<file path="config.mk">
export PLATFORM = sky130hd
export DESIGN_NAME = coprocessor_mdu_issue
export DESIGN_NICKNAME = d
export VERILOG_FILES = /design/src/rtl/coprocessor_mdu_issue.sv
export SDC_FILE = /design/constraint.sdc
export NUM_CORES = 1
export LEC_CHECK = 0
export ABC_AREA = 1
export ABC_CLOCK_PERIOD_IN_PS = 7800
export CAP_MARGIN = 20
export CORE_MARGIN = 2
export CORE_UTILIZATION = 40
export DETAILED_ROUTE_END_ITERATION = 7
export MAX_ROUTING_LAYER = met4
export SYNTH_ARGS = -nofsm -noshare
export SYNTH_HDL_FRONTEND = slang
export SYNTH_SLANG_ARGS = --single-unit
</file>
<file path="constraint.sdc">
create_clock -name clk -period 7.8 [get_ports clk]
set_clock_uncertainty 0.15 [all_clocks]
set_input_delay 1.56 -clock clk [delete_from_list [all_inputs] [get_ports clk]]
set_output_delay 1.56 -clock clk [all_outputs]
set_load 0.01 [all_outputs]
</file>
<file path="src/rtl/coprocessor_mdu_issue.sv">
// Request queue and single-issue dispatcher sitting in front of the MDU
// control FSM. Buffers tagged multiply/divide requests, starts them one at a
// time, precomputes divide-by-zero / signed-overflow for the in-flight op and
// returns in-order tagged completions.
module coprocessor_mdu_issue #(
  parameter int DATA_WIDTH   = 64,
  parameter int QUEUE_DEPTH  = 4,
  parameter int TAG_WIDTH    = 4,
  parameter int MUL_CYCLES   = 4,
  parameter int DIV_CYCLES_W = 16,
  parameter int DIV_CYCLES_D = 31
) (
  input  logic                           clk,
  input  logic                           rst_n,
  input  logic                           flush,
  input  logic                           req_valid,
  output logic                           req_ready,
  input  logic [2:0]                     req_op,
  input  logic [1:0]                     req_format,
  input  logic [DATA_WIDTH-1:0]          req_rs1,
  input  logic [DATA_WIDTH-1:0]          req_rs2,
  input  logic [TAG_WIDTH-1:0]           req_tag,
  input  logic                           mdu_ready,
  input  logic                           mdu_done,
  input  logic                           exception_raised,
  output logic                           mdu_start,
  output logic [2:0]                     mdu_operation,
  output logic [1:0]                     mdu_format,
  output logic [4:0]                     required_cycles,
  output logic [DATA_WIDTH-1:0]          op_a,
  output logic [DATA_WIDTH-1:0]          op_b,
  output logic                           divide_by_zero,
  output logic                           overflow_detected,
  output logic                           cmpl_valid,
  output logic [TAG_WIDTH-1:0]           cmpl_tag,
  output logic                           cmpl_exception,
  output logic [$clog2(QUEUE_DEPTH):0]   queue_count
);

  localparam int PTR_W = $clog2(QUEUE_DEPTH);
  localparam int CNT_W = PTR_W + 1;
  localparam logic [DATA_WIDTH-1:0] MOST_NEG = {1'b1, {(DATA_WIDTH-1){1'b0}}};

  typedef enum logic {D_IDLE = 1'b0, D_WAIT = 1'b1} state_t;

  state_t r_state;
  state_t w_state_next;

  // Request storage (no reset needed: contents are only observed while count > 0)
  logic [2:0]            r_mem_op  [QUEUE_DEPTH];
  logic [1:0]            r_mem_fmt [QUEUE_DEPTH];
  logic [DATA_WIDTH-1:0] r_mem_rs1 [QUEUE_DEPTH];
  logic [DATA_WIDTH-1:0] r_mem_rs2 [QUEUE_DEPTH];
  logic [TAG_WIDTH-1:0]  r_mem_tag [QUEUE_DEPTH];

  logic [PTR_W-1:0] r_wr_ptr;
  logic [PTR_W-1:0] r_rd_ptr;
  logic [CNT_W-1:0] r_count;

  logic r_dbz;
  logic r_ovf;
  logic r_cmpl_valid;
  logic [TAG_WIDTH-1:0] r_cmpl_tag;
  logic r_cmpl_exc;

  logic w_push;
  logic w_pop;
  logic w_issue;
  logic w_head_valid;
  logic [2:0]            w_head_op;
  logic [1:0]            w_head_fmt;
  logic [DATA_WIDTH-1:0] w_head_rs1;
  logic [DATA_WIDTH-1:0] w_head_rs2;
  logic [TAG_WIDTH-1:0]  w_head_tag;
  logic [4:0]            w_cycles;
  logic w_fmt_w;
  logic w_rs2_zero;
  logic w_rs1_min;
  logic w_rs2_ones;
  logic w_dbz;
  logic w_ovf;

  assign req_ready    = (r_count < CNT_W'(QUEUE_DEPTH));
  // Anything arriving together with a flush is dropped.
  assign w_push       = req_valid && req_ready && !flush;
  assign w_head_valid = (r_count != '0);

  assign w_head_op  = r_mem_op[r_rd_ptr];
  assign w_head_fmt = r_mem_fmt[r_rd_ptr];
  assign w_head_rs1 = r_mem_rs1[r_rd_ptr];
  assign w_head_rs2 = r_mem_rs2[r_rd_ptr];
  assign w_head_tag = r_mem_tag[r_rd_ptr];

  // Write accepted requests into the storage array
  always_ff @(posedge clk) begin
    if (w_push) begin
      r_mem_op[r_wr_ptr]  <= req_op;
      r_mem_fmt[r_wr_ptr] <= req_format;
      r_mem_rs1[r_wr_ptr] <= req_rs1;
      r_mem_rs2[r_wr_ptr] <= req_rs2;
      r_mem_tag[r_wr_ptr] <= req_tag;
    end
  end

  // Pointer/count maintenance; flush keeps only an in-flight head
  always_ff @(posedge clk or negedge rst_n) begin
    if (!rst_n) begin
      r_wr_ptr <= '0;
      r_rd_ptr <= '0;
      r_count  <= '0;
    end else if (flush) begin
      if (r_state == D_WAIT && !w_pop) begin
        r_wr_ptr <= r_rd_ptr + PTR_W'(1);
        r_count  <= CNT_W'(1);
      end else begin
        r_rd_ptr <= r_rd_ptr + PTR_W'(w_pop);
        r_wr_ptr <= r_rd_ptr + PTR_W'(w_pop);
        r_count  <= '0;
      end
    end else begin
      if (w_push) r_wr_ptr <= r_wr_ptr + PTR_W'(1);
      if (w_pop)  r_rd_ptr <= r_rd_ptr + PTR_W'(1);
      case ({w_push, w_pop})
        2'b10:   r_count <= r_count + CNT_W'(1);
        2'b01:   r_count <= r_count - CNT_W'(1);
        default: r_count <= r_count;
      endcase
    end
  end

  // Cycle budget of the head operation
  always_comb begin
    w_cycles = 5'(MUL_CYCLES);
    if (w_head_op[2]) begin
      w_cycles = (w_head_fmt == 2'b00) ? 5'(DIV_CYCLES_W) : 5'(DIV_CYCLES_D);
    end
  end

  // Divide-by-zero / signed-overflow detection on the head operands
  always_comb begin
    w_fmt_w    = (w_head_fmt == 2'b00);
    w_rs2_zero = w_fmt_w ? (w_head_rs2[31:0] == 32'h0) : (w_head_rs2 == '0);
    w_rs1_min  = w_fmt_w ? (w_head_rs1[31:0] == 32'h8000_0000) : (w_head_rs1 == MOST_NEG);
    w_rs2_ones = w_fmt_w ? (w_head_rs2[31:0] == 32'hFFFF_FFFF) : (w_head_rs2 == '1);
    w_dbz      = w_head_op[2] && w_rs2_zero;
    // Only signed DIV (100) and REM (110) can overflow
    w_ovf      = w_head_op[2] && !w_head_op[0] && w_rs1_min && w_rs2_ones;
  end

  // Dispatcher state register
  always_ff @(posedge clk or negedge rst_n) begin
    if (!rst_n) r_state <= D_IDLE;
    else        r_state <= w_state_next;
  end

  // Dispatcher next-state logic
  always_comb begin
    w_state_next = r_state;
    case (r_state)
      D_IDLE: if (w_issue) w_state_next = D_WAIT;
      D_WAIT: if (mdu_done || exception_raised) w_state_next = D_IDLE;
      default: w_state_next = D_IDLE;
    endcase
  end

  // Dispatcher outputs: issue strobe and head pop
  always_comb begin
    w_issue   = 1'b0;
    w_pop     = 1'b0;
    mdu_start = 1'b0;
    if (r_state == D_IDLE) begin
      w_issue   = w_head_valid && mdu_ready && !flush;
      mdu_start = w_issue;
    end else begin
      w_pop = mdu_done || exception_raised;
    end
  end

  // Flags captured at issue, held while waiting, cleared on completion
  always_ff @(posedge clk or negedge rst_n) begin
    if (!rst_n) begin
      r_dbz <= 1'b0;
      r_ovf <= 1'b0;
    end else if (w_issue) begin
      r_dbz <= w_dbz;
      r_ovf <= w_ovf;
    end else if (w_pop) begin
      r_dbz <= 1'b0;
      r_ovf <= 1'b0;
    end
  end

  // Completion report one cycle after the pop; exception wins over done
  always_ff @(posedge clk or negedge rst_n) begin
    if (!rst_n) begin
      r_cmpl_valid <= 1'b0;
      r_cmpl_tag   <= '0;
      r_cmpl_exc   <= 1'b0;
    end else begin
      r_cmpl_valid <= w_pop;
      if (w_pop) begin
        r_cmpl_tag <= w_head_tag;
        r_cmpl_exc <= exception_raised;
      end
    end
  end

  assign mdu_operation     = w_head_valid ? w_head_op  : 3'b000;
  assign mdu_format        = w_head_valid ? w_head_fmt : 2'b00;
  assign required_cycles   = w_head_valid ? w_cycles   : 5'd0;
  assign op_a              = w_head_valid ? w_head_rs1 : '0;
  assign op_b              = w_head_valid ? w_head_rs2 : '0;
  assign divide_by_zero    = r_dbz;
  assign overflow_detected = r_ovf;
  assign cmpl_valid        = r_cmpl_valid;
  assign cmpl_tag          = r_cmpl_tag;
  assign cmpl_exception    = r_cmpl_exc;
  assign queue_count       = r_count;

endmodule

</file>
### After elaboration in Yosys (flattened, before gate mapping)

Memory sizes are Yosys's and may differ from the RTL's. A register that Yosys moved wholly into a read port is not among the register bits.
Cells that the tools add are included.
W data, S select, Z words.

* $add $sub $neg: 5
* bitwise operators: 1
* multiplexer cells: 29
* $lt $le $gt $ge: 1
* reduce and logical (&&, ||, !) cells: 23
* equality and inequality tests: 7

Operators with widths (count)
* $eq A64 B64 Y1 const B: 2
* $mux W64: 2
* $eq A32 B32 Y1 const B: 2
* $logic_not A64 Y1: 1
* $logic_not A32 Y1: 1
* $mux W2: 7
* $mux W1: 13
* $mux W5: 2
* $logic_and A1 B1 Y1: 9
* $mux W3: 2
* $pmux W3 S2: 1
* $reduce_bool A2 Y1: 3
* $reduce_bool A3 Y1: 2
* $add A2 B1 Y2 const B: 2
* $logic_not A1 Y1: 4
* $mux W4: 1
* $add A3 B1 Y3 const B: 1
* $lt A3 B3 Y1 const B: 1
* $sub A3 B1 Y3 const B: 1
* $add A2 B1 Y2: 1
* $eq A2 B1 Y1 const B: 1
* $eq A2 B2 Y1 const B: 1
* $logic_not A2 Y1: 1
* $ne A2 B2 Y1 const B: 1
* other kinds (4): 4

* logic and storage cells: 79
* bits of input ports: 144
* memories kept: 5
* output and inout port bits: 151
* register bits: 12
* bits in writable memories: 548

Memories
* r_mem_rs1: words 4, width 64, rd ports 1, clocked after Yosys merged registers in 0, write ports 1, line 52 `logic [DATA_WIDTH-1:0] r_mem_rs1 [QUEUE_DEPTH];`
* r_mem_rs2: words 4, width 64, rd ports 1, clocked after Yosys merged registers in 0, write ports 1, line 53 `logic [DATA_WIDTH-1:0] r_mem_rs2 [QUEUE_DEPTH];`
* r_mem_tag: words 4, width 4, rd ports 1, clocked after Yosys merged registers in 1, write ports 1, line 54 `logic [TAG_WIDTH-1:0] r_mem_tag [QUEUE_DEPTH];`
* r_mem_op: words 4, width 3, rd ports 1, clocked after Yosys merged registers in 0, write ports 1, line 50 `logic [2:0] r_mem_op [QUEUE_DEPTH];`
* r_mem_fmt: words 4, width 2, rd ports 1, clocked after Yosys merged registers in 0, write ports 1, line 51 `logic [1:0] r_mem_fmt [QUEUE_DEPTH];`

### Logic depth before layout (Yosys ltp)

Gate-level depths: netlist of the first run.

* word-level depth: 6
* depth in mapped cells: 17
* mapped depth without buffers: 15

### Least setup slack after synthesis of the first run

OpenSTA, ideal clock, no wires.

* path type: input to register
* from: input req_valid
* to: memory r_mem_fmt[0][0], enable pin
* arrival: 7.467 ns
* stages on the path: 4
* path slack: -0.452 ns
* buffers on the path: 0
* data required time: 7.015 ns
* setup time: 0.635 ns
* cell sequence: nand2_1 > nor2_1 > inv_1 > nor2_1

* word-level cells in the longest chain between the ends: 4

Ends and longest elaborated chain
* start, declared: line 16 `input logic req_valid,`
* $logic_and A1 B1 Y1 (2 in series): line 85 `assign w_push = req_valid && req_ready && !flush;`
* $mux W1: line 96 `if (w_push) begin`
* $mux W1 (not written as such): line 98 `r_mem_fmt[r_wr_ptr] <= req_format;`
* end, declared: line 51

Every way passes these cells.

### Worst setup path after layout of the first run

* from: register r_rd_ptr[1]
* to: output required_cycles[1]

* word-level cells in the longest chain between the ends: 5
* elaborated cells on any way between the ends: 6
* those cells by class: mux (3); reduce/logical (1); memory (2)

Ends and longest elaborated chain
* start, declared: line 57 `logic [PTR_W-1:0] r_rd_ptr;`
* start signal, assigned: line 116 `r_rd_ptr <= r_rd_ptr + PTR_W'(w_pop);`
* start signal, assigned: line 122 `if (w_pop) r_rd_ptr <= r_rd_ptr + PTR_W'(1);`
* $mem_v2 Z4 W2
* $logic_not A2 Y1: line 135 `w_cycles = (w_head_fmt == 2'b00) ? 5'(DIV_CYCLES_W) : 5'(DIV_CYCLES_D);`
* $mux W4: line 135
* $mux W5 *: line 134 `if (w_head_op[2]) begin`
* $mux W5 *: line 210 `assign required_cycles = w_head_valid ? w_cycles : 5'd0;`
* end, declared: line 29 `output logic [4:0] required_cycles,`

Every way passes the cells marked *; elsewhere a longest branch is shown, timed or not.

==> results of run 1 <==
-- per-layer routing --
| metal | part of all wire (%) | global-route usage (%) | up-vias |
|---|---|---|---|
| met5 | 0 | - | - |
| met4 | 1.9 | 6.65 | 0 |
| met3 | 7.5 | 5.04 | 76 |
| met2 | 47 | 33.1 | 471 |
| met1 | 43 | 28.7 | 7909 |
| li1 | - | - | 8009 |
-- path summary, 6_finish.rpt --
kind	from	to	cells after the start
setup / recovery	r_rd_ptr[1]	required_cycles[1]	8
hold / removal	cmpl_exception	cmpl_exception	2
setup reg to reg	r_rd_ptr[1]	overflow_detected	14
hold reg to reg	cmpl_exception	cmpl_exception	2
max in group asynchronous	rst_n	r_rd_ptr[0]	1
min in group asynchronous	rst_n	cmpl_tag[0]	1
-- registers in the layout (all words and copies together), names as in the netlist --
| register | cells |
|---|---|
| r_mem_rs2 | 256 |
| overflow_detected | 1 |
| r_mem_op | 12 |
| cmpl_valid | 1 |
| r_wr_ptr | 2 |
| queue_count | 3 |
| r_mem_tag | 16 |
| cmpl_tag | 4 |
| r_mem_rs1 | 256 |
| cmpl_exception | 1 |
| divide_by_zero | 1 |
| r_rd_ptr | 2 |
| r_mem_fmt | 8 |
| r_state | 1 |
-- cell usage after synthesis, types with 2 or more instances --
| master | number | share of area, % |
|---|---|---|
| inv_1 | 220 | 3.5 |
| a21oi_1 | 76 | 1.6 |
| edfxtp_1 | 548 | 69 |
| nand2_1 | 505 | 7.9 |
| buf_4 | 5 | 0.16 |
| dfrtp_1 | 16 | 1.7 |
| o21ai_0 | 147 | 3.1 |
| ha_1 | 5 | 0.26 |
| a31oi_1 | 4 | 0.10 |
| o21ai_1 | 38 | 0.80 |
| nor3_1 | 3 | 0.063 |
| inv_2 | 8 | 0.13 |
| nor2_1 | 480 | 7.5 |
| buf_2 | 48 | 1.0 |
| nand4_1 | 5 | 0.13 |
| o211ai_1 | 3 | 0.094 |
| clkbuf_1 | 46 | 0.72 |
| xor2_1 | 2 | 0.073 |
| xnor2_1 | 2 | 0.073 |
| nand3_1 | 82 | 1.7 |
| clkinv_1 | 3 | 0.047 |
| buf_1 | 9 | 0.14 |
-- cells by family after synthesis --
kind of cell / after synthesis
AO/OA/AOI/OAI: 271
XOR/XNOR: 4
adder cells (fa/ha/maj): 6
buffers and inverters: 339
flip-flops: 564
AND/OR/NAND/NOR: 1078
-- power by group --
group / total [mW] / switching (mW) / internal, mW / leakage, nW
logic: 4.98 / 3.15 / 1.83 / 5.20
registers: 3.90 / 0.206 / 3.69 / 5.17
clock network: 2.60 / 1.12 / 1.48 / 0.870
-- cell type report --
| type | instances | area, um^2 | share of cell area [%] |
|---|---|---|---|
| tap | 773 | 967 | 3.30 |
| clock inverter | 28 | 188 | 0.640 |
| sequential | 564 | 16900 | 57.5 |
| antenna | 16 | 40.0 | 0.136 |
| multi-input combinational | 1359 | 5700 | 19.4 |
| clock buffer | 79 | 1580 | 5.39 |
| inverter | 231 | 880 | 3.00 |
| timing repair buffer | 307 | 3120 | 10.6 |
-- metrics by stage --
step / instance area, um^2 / util [%]
after floorplan: 23900 / -
after global placement: 27500 / 46.6
after detailed placement: 27500 / 46.6
after CTS: 29300 / 49.6
after global routing: 29300 / 49.7
final: 29300 / 49.7
-- tightest hold or removal path, stage by stage, from the launching register on --
cell and delay, ns:
dfrtp_1 0.35, nand2_1 0.05, o21ai_0 0.07
==> run_results.csv, run 1 <==
group,metric,value,unit
status,status,"finished clean",
routing,vias_per_cell,4.90,
routing,drt_pre_antenna_iters,5,
setup_path,crit_arrival,4.46,ns
layout,final_nets,2671,
sta,whs,0.364,ns
pwr,leakage,11.2,nW
grt,grt_pass1_wl,96200,um
layout,stdcell_count,3357,
synthesis,synth_flop_cell,"edfxtp_1",
placed_design,place_ws,2.34,ns
clock_tree,cts-buffers-inserted,58,
layout,final_cell_mix,"548 x edfxtp_1, 505 x nand2_1, 476 x nor2_1, 294 x clkdlybuf4s50_1, 220 x inv_1",
clock_tree,cts_sinks,564,
hold_path,hold_path.class,"flop to flop",
sta,finalCritPeriodShare,79.0,%
die,fp.dieH,248,um
placed_design,place_hpwl,39700,um
grt,grt_max_degree,210,
sta,rsz0062_at_grt,"no",
die,ios,295,
setup_path,crit_chain,"inv_4 > buf_4 > nor2_1 > o21ai_0 > nand2_1 > inv_1 > nor3_1 > clkdlybuf4s50_1",
setup_path,critPathRequiredTime,6.09,ns
synthesis,synth_compound_area_share,5.76,%
placed_design,io_buffer_count,294,
setup_path,path_buf_inv,4,
routing,drt-total-wl,65500,um
synthesis,yosysUniqueCellTypes,29,
sta,timing.slew.headroom,32.0,%
synthesis,synth_edf_count,548,
run,cap_violations,0,
synthesis,synthMuxAreaShare,0,%
layout,layout-drive-gt1-share,4.05,%
synthesis,synth_adder_area_share,0.346,%
synthesis,avgSynthCellArea,10.6,um^2
synthesis,syn_inst,2262,
synthesis,synth_seq_cells,564,
synthesis,synth_top_family_by_area,"simple AND/OR/NAND/NOR gates",
sta,slew_viol_final,0,
die,coreArea,59000,um^2
routing,drtAntennaViolNets,0,
sta,finalSetupViolCount,0,
die,dieArea,61700,um^2
placed_design,gp_congestion,0.800,
synthesis,synthSimpleGateAreaFrac,17.5,%
grt,overflow,0,
setup_path,cp_max_fo,56,
synthesis,yosys_warnings,0,
grt,grt_pass1_vias,15600,
setup_path,r2r_slack,3.91,ns
setup_path,slowest_stage,"dfrtp_4",
synthesis,synth_xor_area_share,0.147,%
routing,wl_per_cell,19.5,um
sta,tightest_slew,1.02,ns
grt,grt_usage,21.6,%
synthesis,syn-cell-area,23900,um^2
synthesis,synth_nets,2412,
grt,antenna_found_initial,16,
sta,final_hold_viol_count,0,
synthesis,yosysSeqAreaShare,70.6,%
clock_tree,hold_buffers,0,
clock_tree,tritoncts,"yes",
clock_tree,cts_root_buf,"clkbuf_16",
die,rows,89,
sta,post-route-min-period,6.17,ns
layout,final_common_cell,"edfxtp_1",
clock_tree,cts_resized,0,
routing,drc,0,
setup_path,critPathKind,"flop to output port",
setup_path,cpPeakStageDelay,0.98,ns
clock_tree,post_cts.repair.setup_buffers,0,
routing,drt-initial-drc-count,1182,
layout,area_growth,22.9,%
routing,num_vias,16500,
pwr,power_density,391,nW/um^2
placed_design,placedCellCount,3233,
clock_tree,clk_pin_slew_worst_paths,0.06,ns
pwr,finalPower,11.5,mW
clock_tree,clock_latency,0.61,ns
clock_tree,cts_max_path_buffers,3,
setup_path,worstSetupStartpointType,"flop",
sta,tns,0,ns
sta,clock.fmax,162,MHz
setup_path,cp-end-kind,"output port",
sta,fin_ws,1.63,ns
die,die_w,248,um
pwr,ir_drop,0.235,mV
synthesis,synth-async-reset-ratio,2.84,%
layout,fill_cells,5218,
die,initial_core_util,40.5,%
clock_tree,htreeDepth,2,
setup_path,crit_family,"buffers and inverters",
(Power assumes the default switching activity.)
==> inputs of run 2 (changes only) <==
Settings changed: ABC_CLOCK_PERIOD_IN_PS 7800 to 6220.
Clock period 7.8 ns to 6.22 ns, I/O delays scaled along.
==> run 2 against run 1 <==
Utilization increased by 0.24 points. Critical path depth fell by 2. Worst setup slack worse by 0.81 ns. Routed wire length is 0.86% higher. Final cell count fell by 0.12%. Global-route usage is 0.053 points higher. Clock power rose by 35%. Die area did not move. Sequential power increased by 24%. Critical endpoint is now required_cycles[0]. Highest routed layer unchanged.
==> run_results.csv, run 2 (same netlist as run 1, synthesis figures left out) <==
group,metric,value,unit
routing,drt_pre_antenna_iters,5,
grt,grt_pass1_vias,15700,
run,cap_violations,0,
clock_tree,cts_root_buf,"clkbuf_16",
sta,timing.slew.headroom,26.7,%
die,ios,295,
sta,clock.fmax,185,MHz
grt,antenna_found_initial,6,
grt,grt_usage,21.7,%
clock_tree,htreeDepth,2,
pwr,leakage,11.3,nW
routing,drt-initial-drc-count,1276,
routing,drtAntennaViolNets,0,
hold_path,hold_path.class,"flop to flop",
setup_path,critPathKind,"flop to output port",
die,die_w,248,um
layout,final_cell_mix,"548 x edfxtp_1, 505 x nand2_1, 476 x nor2_1, 294 x clkdlybuf4s50_1, 220 x inv_1",
setup_path,cp-end-kind,"output port",
setup_path,cp_max_fo,183,
layout,seqCellArea,16900,um^2
setup_path,timing.rr.start,"r_rd_ptr[0]",
placed_design,placedCellCount,3241,
sta,finalCritPeriodShare,86.7,%
setup_path,critPathRequiredTime,4.83,ns
placed_design,place_area,27600,um^2
die,fp.dieH,248,um
layout,fill_cells,5271,
sta,slew_viol_final,0,
routing,wl_per_cell,19.7,um
pwr,power_density,497,nW/um^2
pwr,ir_drop,0.376,mV
grt,grt_pass1_wl,96500,um
routing,drt-total-wl,66000,um
clock_tree,cts_max_path_buffers,3,
setup_path,crit_arrival,4.00,ns
hold_path,holdCritStartpoint,"cmpl_exception",
sta,post-route-min-period,5.39,ns
layout,area_growth,23.5,%
clock_tree,cts_resized,0,
grt,grt_max_degree,184,
clock_tree,post_cts.repair.setup_buffers,0,
clock_tree,clock_latency,0.63,ns
sta,fin_ws,0.828,ns
die,rows,89,
setup_path,r2r_slack,2.36,ns
layout,final_nets,2679,
sta,finalSetupViolCount,0,
hold_path,min_to,"cmpl_exception",
setup_path,worstRegToRegCells,16,
clock_tree,hold_buffers,0,
die,coreArea,59000,um^2
routing,num_vias,16700,
layout,post-route-util,50.0,%
layout,final_cell_area,29500,um^2
placed_design,place_ws,1.47,ns
clock_tree,tritoncts,"yes",
sta,whs,0.332,ns
clock_tree,cts_sinks,564,
die,dieArea,61700,um^2
die,initial_core_util,40.5,%
layout,layout-drive-gt1-share,4.58,%
clock_tree,clk_pin_slew_worst_paths,0.06,ns
pwr,finalPower,14.6,mW
sta,tns,0,ns
placed_design,io_buffer_count,294,
hold_path,hold_depth,2,
layout,multiInputGateArea,5700,um^2
layout,reg_top3,"r_mem_rs1: 256 flops, r_mem_rs2: 256 flops, r_mem_tag: 16 flops",
setup_path,worstSetupStartpointType,"flop",
status,status,"finished clean",
grt,overflow,0,
routing,vias_per_cell,4.98,
sta,rsz0062_at_grt,"no",
layout,final_common_cell,"edfxtp_1",
placed_design,gp_congestion,0.827,
setup_path,r2r-end,"overflow_detected",
sta,final_hold_viol_count,0,
clock_tree,cts-buffers-inserted,59,
sta,tightest_slew,1.10,ns
routing,drc,0,
layout,stdcell_count,3353,
placed_design,place_hpwl,41300,um
[run 2: changes by cell type in the layout (fill, tap and decap cells not counted), sizes merged]
cell      change
diode        -10
clkinv        -8
buf           +7
bufinv        +5
inv           +2
clkbuf        -1
clkinvlp      +1
[run 2: layout make-up]
cell class / instances / share of cell area [%]
clock inverters: 28 / 1.08
flip-flops and latches: 564 / 57.2
inverters: 231 / 2.98
repair buffers: 314 / 10.7
clock buffers: 78 / 5.42
multi-input cells: 1359 / 19.3
diodes: 6 / 0.0509
well taps: 773 / 3.28
[run 2: how the worst max path moves through the flow]
| stage | start | to | slack (ns) | cells past startpoint |
|---|---|---|---|---|
| floorplan | req_valid | r_mem_fmt[0][0] | -1.72 | 4 |
| global placement | r_rd_ptr[0] | required_cycles[3] | 1.53 | 6 |
| detailed placement | r_rd_ptr[0] | required_cycles[0] | 1.47 | 6 |
| CTS | r_rd_ptr[0] | required_cycles[0] | 0.78 | 6 |
| global route | r_rd_ptr[0] | required_cycles[1] | 0.53 | 6 |
| finish | r_rd_ptr[0] | required_cycles[0] | 0.83 | 6 |
[run 2: worst max-delay path: stages, from the launching register on]
cell and delay (ns):
dfrtp_4 0.73, inv_8 0.79, o21ai_0 0.28, nand2_1 0.13, nor2_1 0.10, nor3_1 0.59, clkdlybuf4s50_1 0.68
[run 2: report_power, final]
group	leakage (nW)	switching, mW	internal (mW)
sequential	5.17	0.197	4.63
clock	0.938	1.42	2.08
combinational	5.22	4.02	2.29
total	11.3	5.64	9.00
[run 2: per-layer routing]
metal	track usage (%)	routed length, um
met1	29.0	28800
met2	34.4	31800
met3	4.04	4090
met4	5.37	1290
met5	-	0
